[src/rtl/xor_stream_decoder.sv]
// ---------------------------------------------------------------------------
// xor_stream_decoder
//
// Purpose:
//   Byte-serial keystream descrambler. Each accepted ciphertext byte is XORed
//   with the current state of an 8-bit Galois LFSR, and the result is presented
//   on a registered output stage. The output has 1-cycle latency and supports
//   full throughput. The LFSR advances exactly once per accepted byte, so a
//   stall on either side never skips or repeats a key.
//
// Parameters:
//   TAPS  Galois feedback mask (default 8'h1D, x^8+x^4+x^3+x^2+1)
//   SEED  key substituted when seed_in is zero, so the LFSR cannot lock at 0
//
// Ports:
//   clk        in   clock; all state changes on its rising edge
//   rst_n      in   asynchronous active-low reset
//   start      in   pulse, IDLE only: load key from seed_in and enter RUN
//   seed_in    in   [7:0] initial LFSR state, sampled with start
//   stop       in   pulse, RUN only: enter DRAIN
//   in_valid   in   ciphertext byte valid
//   in_ready   out  decoder accepts a byte this cycle (combinational)
//   in_data    in   [7:0] ciphertext byte
//   out_valid  out  plaintext byte valid
//   out_ready  in   consumer takes the plaintext byte
//   out_data   out  [7:0] plaintext byte
//   busy       out  high whenever the FSM is not IDLE
//   byte_count out  [15:0] accepted-byte counter (only with XOR_DEC_COUNT_EN)
//
// Configuration macro:
//   XOR_DEC_COUNT_EN  when defined, adds the byte_count output, cleared on
//                     start and incremented per accept, wrapping silently.
// ---------------------------------------------------------------------------
module xor_stream_decoder #(
  parameter logic [7:0] TAPS = 8'h1D,
  parameter logic [7:0] SEED = 8'hA5
) (
  input  logic        clk,
  input  logic        rst_n,
  input  logic        start,
  input  logic [7:0]  seed_in,
  input  logic        stop,
  input  logic        in_valid,
  output logic        in_ready,
  input  logic [7:0]  in_data,
  output logic        out_valid,
  input  logic        out_ready,
  output logic [7:0]  out_data,
  output logic        busy
`ifdef XOR_DEC_COUNT_EN
  ,
  output logic [15:0] byte_count
`endif
);

  typedef enum logic [1:0] {
    ST_IDLE  = 2'd0,
    ST_RUN   = 2'd1,
    ST_DRAIN = 2'd2
  } state_t;

  state_t     state_q, state_d;
  logic [7:0] lfsr_q, lfsr_d;
  logic       out_valid_q, out_valid_d;
  logic [7:0] out_data_q, out_data_d;
  logic       accept;
  logic       pop;
  logic [7:0] lfsr_shift;

`ifdef XOR_DEC_COUNT_EN
  logic [15:0] count_q, count_d;
`endif

  // A new byte may enter whenever the output slot is empty or being emptied
  // in this same cycle, which is what gives full throughput without bubbles.
  assign in_ready   = (state_q == ST_RUN) && (!out_valid_q || out_ready);
  assign accept     = in_valid && in_ready;
  assign pop        = out_valid_q && out_ready;
  assign lfsr_shift = {lfsr_q[6:0], 1'b0};

  // Next-state logic for the FSM, keystream, output slot and counter.
  always_comb begin
    state_d     = state_q;
    lfsr_d      = lfsr_q;
    out_valid_d = out_valid_q;
    out_data_d  = out_data_q;
`ifdef XOR_DEC_COUNT_EN
    count_d     = count_q;
`endif

    // An accept overwrites the slot even when it is popped in the same cycle;
    // a pop alone just clears valid and leaves the last data in place.
    if (accept) begin
      out_data_d  = in_data ^ lfsr_q;
      out_valid_d = 1'b1;
      lfsr_d      = lfsr_q[7] ? (lfsr_shift ^ TAPS) : lfsr_shift;
`ifdef XOR_DEC_COUNT_EN
      count_d     = count_q + 16'd1;
`endif
    end else if (pop) begin
      out_valid_d = 1'b0;
    end

    case (state_q)
      ST_IDLE: begin
        // No accept can happen in IDLE, so loading the key here never
        // collides with the keystream advance above.
        if (start) begin
          state_d = ST_RUN;
          lfsr_d  = (seed_in == 8'h00) ? SEED : seed_in;
`ifdef XOR_DEC_COUNT_EN
          count_d = 16'd0;
`endif
        end
      end
      ST_RUN: begin
        if (stop) begin
          state_d = ST_DRAIN;
        end
      end
      ST_DRAIN: begin
        // Leave once the slot is empty or its last byte is taken right now.
        if (!out_valid_q || out_ready) begin
          state_d = ST_IDLE;
        end
      end
      default: begin
        state_d = ST_IDLE;
      end
    endcase
  end

  // State registers; reset drops any pending output immediately.
  always_ff @(posedge clk or negedge rst_n) begin
    if (!rst_n) begin
      state_q     <= ST_IDLE;
      lfsr_q      <= SEED;
      out_valid_q <= 1'b0;
      out_data_q  <= 8'h00;
`ifdef XOR_DEC_COUNT_EN
      count_q     <= 16'd0;
`endif
    end else begin
      state_q     <= state_d;
      lfsr_q      <= lfsr_d;
      out_valid_q <= out_valid_d;
      out_data_q  <= out_data_d;
`ifdef XOR_DEC_COUNT_EN
      count_q     <= count_d;
`endif
    end
  end

  assign out_valid = out_valid_q;
  assign out_data  = out_data_q;
  assign busy      = (state_q != ST_IDLE);

`ifdef XOR_DEC_COUNT_EN
  assign byte_count = count_q;
`endif

endmodule
[config.mk]
export PLATFORM = sky130hd
export DESIGN_NAME = xor_stream_decoder
export DESIGN_NICKNAME = d
export VERILOG_FILES = /design/src/rtl/xor_stream_decoder.sv
export SDC_FILE = /design/constraint.sdc
export NUM_CORES = 1
export LEC_CHECK = 0
export BUFFER_PORTS_ARGS = -buffer_cell sky130_fd_sc_hd__buf_2
export CAP_MARGIN = 5
export CELL_PAD_IN_SITES_DETAIL_PLACEMENT = 1
export CELL_PAD_IN_SITES_GLOBAL_PLACEMENT = 1
export CORE_MARGIN = 4
export CORE_UTILIZATION = 39
export CTS_BUF_LIST = sky130_fd_sc_hd__clkbuf_4
export CTS_CLUSTER_DIAMETER = 100
export CTS_CLUSTER_SIZE = 8
export DETAILED_ROUTE_END_ITERATION = 7
export GPL_ROUTABILITY_DRIVEN = 0
export GPL_TIMING_DRIVEN = 1
export PLACE_DENSITY = 0.93
export SYNTH_ARGS = -nofsm -noshare
export SYNTH_HDL_FRONTEND = slang
export SYNTH_SLANG_ARGS = --single-unit
[constraint.sdc]
create_clock -name clk -period 1.79 [get_ports clk]
set_clock_uncertainty 0.2 [all_clocks]
set_input_delay 0.2685 -clock clk [delete_from_list [all_inputs] [get_ports clk]]
set_output_delay 0.2685 -clock clk [all_outputs]
set_load 0.02 [all_outputs]
==> summary.txt <==
Outcome
  – Status: finished with violations
  – Failing checks: hold timing

Global route
  – GRT busiest layer: met2
  – First-pass GRT wire length: 4.712 mm
  – Grt ovf: 0
  – Initial antenna violation count: 0
  – Met3 GRT Util: 3.070%
  – Number of global-route vias before repair: 1,012
  – Largest net degree at the start of global routing: 20
  – Met2 usage: 30.46%
  – Met1 usage: 22.42%
  – Total GRT Usage: 17.79%

Pwr
  – Switching part of the total: 41.99%
  – Clock network fraction of design power: 10.3%
  – Leakage: 0.0006383 µW
  – Flop pwr share: 36.8%
  – Pwr per Cell Area: 1703 nW/µm²
  – Int Pwr: 1377 µW
  – Worst IR Drop VDD: 1.009 mV
  – P_sw: 996.7 µW
  – Combinational Power Share: 52.9%

Route
  – DRT antenna net count: 0
  – DRT iter0 DRCs: 8
  – Routed WL per cell: 17.39 µm
  – Final wirelength: 2.921 mm
  – DRC viols: 0
  – Vias per Instance: 5.440
  – Vias: 914
  – DR pass1 iterations: 4

Worst setup path
  – Top delay family on crit path: flip-flops
  – Crit-path max FO: 5
  – Endpoint class of the critical path: output port
  – CP peak stage delay: 0.40 ns
  – Crit path max-delay cell type: dfrtp_1
  – Worst EP required: 1.32 ns
  – WS Path Type: register to output port
  – Critical path's most frequent cell: buf_6
  – CP arrival: 1.29 ns
  – CP bufs+invs: 2
  – Worst setup SP type: register
  – CP Cell Sequence: and2b_2, buf_6, nor2_4, buf_6

Synth
  – Adder-Cell Fraction of Synth Area: 0%
  – Synth Register Bits: 19
  – Synth Area per Inst: 11.22 µm²
  – Post-Synthesis Cells: 88
  – Synth top area cells: dfrtp_1, dfstp_2, mux2_2, xor2_1, a221oi_1
  – YS warnings: 0
  – Multiplexer share of the synthesized area: 9.125%
  – Yosys top cell area share: 38.02%
  – Compound-gate portion of the synthesized area: 11.91%
  – Post-synthesis xor/xnor area fraction: 9.759%
  – Simple-gate portion of the synthesized area: 17.11%
  – Yosys cell types: 28
  – Synthesized net count: 110
  – Register area share after synthesis: 48.67%
  – Main combinational cell family by area after synthesis: simple AND/OR/NAND/NOR gates
  – Synth area leader: dfrtp_1
  – Post-Syn Area: 987.2 µm²

Clock network
  – CTS tree: yes
  – Clock root cell: clkbuf_4
  – Clock Tree Buf Depth: 2
  – CTS Sinks: 19
  – CTS Buf Count: 3
  – Worst skew pair latency: 0.33 ns
  – Clk slew on worst S/H paths: 0.12 ns
  – H-tree depth: 1

Timing
  – Final worst slack: 0.02692 ns
  – Worst-Margin Slew: 0.4342 ns
  – Fin crit share: 98.50%
  – F_max: 0.5672 GHz
  – Hold_ws: -0.007178 ns
  – Max-Slew Margin vs Limit: 71.05%
  – Final setup viols: 0
  – Hold Vio Cnt, Final: 1
  – Min cycle time layout: 1.763 ns
  – Max-slew violation count: 0
  – RSZ-0062 raised after global routing: yes

Final layout
  – Proportion of layout cells with a drive suffix above 1: 51.43%
  – Most common cell after layout, fill and taps aside: buf_2
  – Final std cells w/o fill: 168
  – Fin nets: 163
  – Area occupied by multi-input gates: 503.0 µm²
  – Filler Cell Count: 263
  – Area Growth Syn to Fin: 41.19%
  – Diode count: 0
  – Area occupied by registers: 483.0 µm²
  – Most frequent cells in the layout: buf_2, dfrtp_1, nand2_1, buf_4

Floorplan
  – Die width: 58.31 µm
  – # IOs: 33
  – Die Height: 58.31 µm
  – Die area: 3400 µm²
  – Initial core utilization: 42.58%
  – Site Rows: 17
  – Core footprint: 2318 µm²

Min path
  – Class of the worst hold path: input pin to register

Placed design
  – Placed Cells: 150
  – Worst slack, placed: 0.06758 ns
  – Port-buffer cells: 32
  – Post-DP HPWL: 1.970 mm

Flow run
  – Max-cap violations: 0
## path summary, 6_finish.rpt
path / cells past startpoint / start / slack, ns / endpoint
worst min-delay path: 3 / seed_in[3] / -0.007 / lfsr_q[3]
worst max-delay path: 4 / out_valid / 0.03 / in_ready
max in group asynchronous: 2 / rst_n / 0.86 / lfsr_q[5]
worst min register to register: 1 / out_data[4] / 0.32 / out_data[4]
min in group asynchronous: 2 / rst_n / 0.19 / out_data[7]
worst max register to register: 5 / out_valid / 0.06 / out_data[5]
## kinds of logic after synthesis
group / after synthesis
muxes: 8
AOI/OAI and AO/OA: 15
xor gates and xnor gates: 11
DFF: 19
buffers and inverters: 7
and+or+nand+nor: 28
## power groups by stage
stage	logic [µW]	registers [µW]	clock network [µW]
CTS	1110	883	237
finish	1250	874	245
detailed placement	1060	894	0
global route	1370	914	264
global placement	1020	877	0
floorplan	639	961	0
## area by class of cell
cell class	instances	area share, %
clock buffers	3	1.616
well taps	28	2.513
inverters	5	1.346
clock inverters	1	0.3591
flip-flops and latches	19	34.65
repair buffers	50	23.43
multi-input cells	62	36.09
## sequential cells by signal, summed over array words and instances (netlist names)
name       flops
out_valid      1
state_q        2
out_data       8
lfsr_q         8
## cell usage after synthesis
cell	count
dfrtp_1	15
dfstp_2	4
inv_1	5
nand3_1	1
or3b_4	1
and2b_1	1
a21oi_1	1
a311oi_1	2
o21ai_0	1
nor4_1	4
nand2_1	9
and2b_2	1
xnor2_1	3
nand4_1	2
o211ai_1	4
o311ai_0	2
a211oi_1	1
nand2b_1	1
buf_6	1
or2_2	1
nand2b_2	1
nor3_4	1
xor2_1	8
nor2_1	4
a221oi_1	4
nor3b_2	1
buf_1	1
mux2_2	8
## through the flow
stage	power (µW)	cell area [µm²]	setup TNS, ns	util (%)	hold slack, ns
after floorplan	1599	987.2	0	-	-0.2271
after global placement	1897	1197	0	51.65	0.02836
after detailed placement	1954	1197	0	51.65	0.03667
after CTS	2234	1314	0	56.66	0.003306
after global routing	2546	1394	-0.1897	60.12	0.01462
final	2374	1394	0	60.12	-0.007178
## timing repair
item | in CTS | in global routing
gates resized for setup | 2 | 11
hold endpoints to repair | 22 | 0
hold buffers | 7 | 0
pin swaps | 0 | 0
cloned | 0 | 0
endpoints found under the setup margin | 1 | 14
buffers inserted | 2 | 5
## worst register-to-register path, cell delays in order, from the launching register on
cell and delay (ns):
dfrtp_1 0.40, and2b_2 0.21, buf_4 0.14, nor3_4 0.16, buf_6 0.18, mux2_2 0.34
## layer usage
metal	part of all wire [%]	routed length (µm)
met1	44	1290
met2	47	1373
met3	6.7	195
met4	2.1	62
met5	0	0
Note: power is estimated with default switching activity, not from simulation.
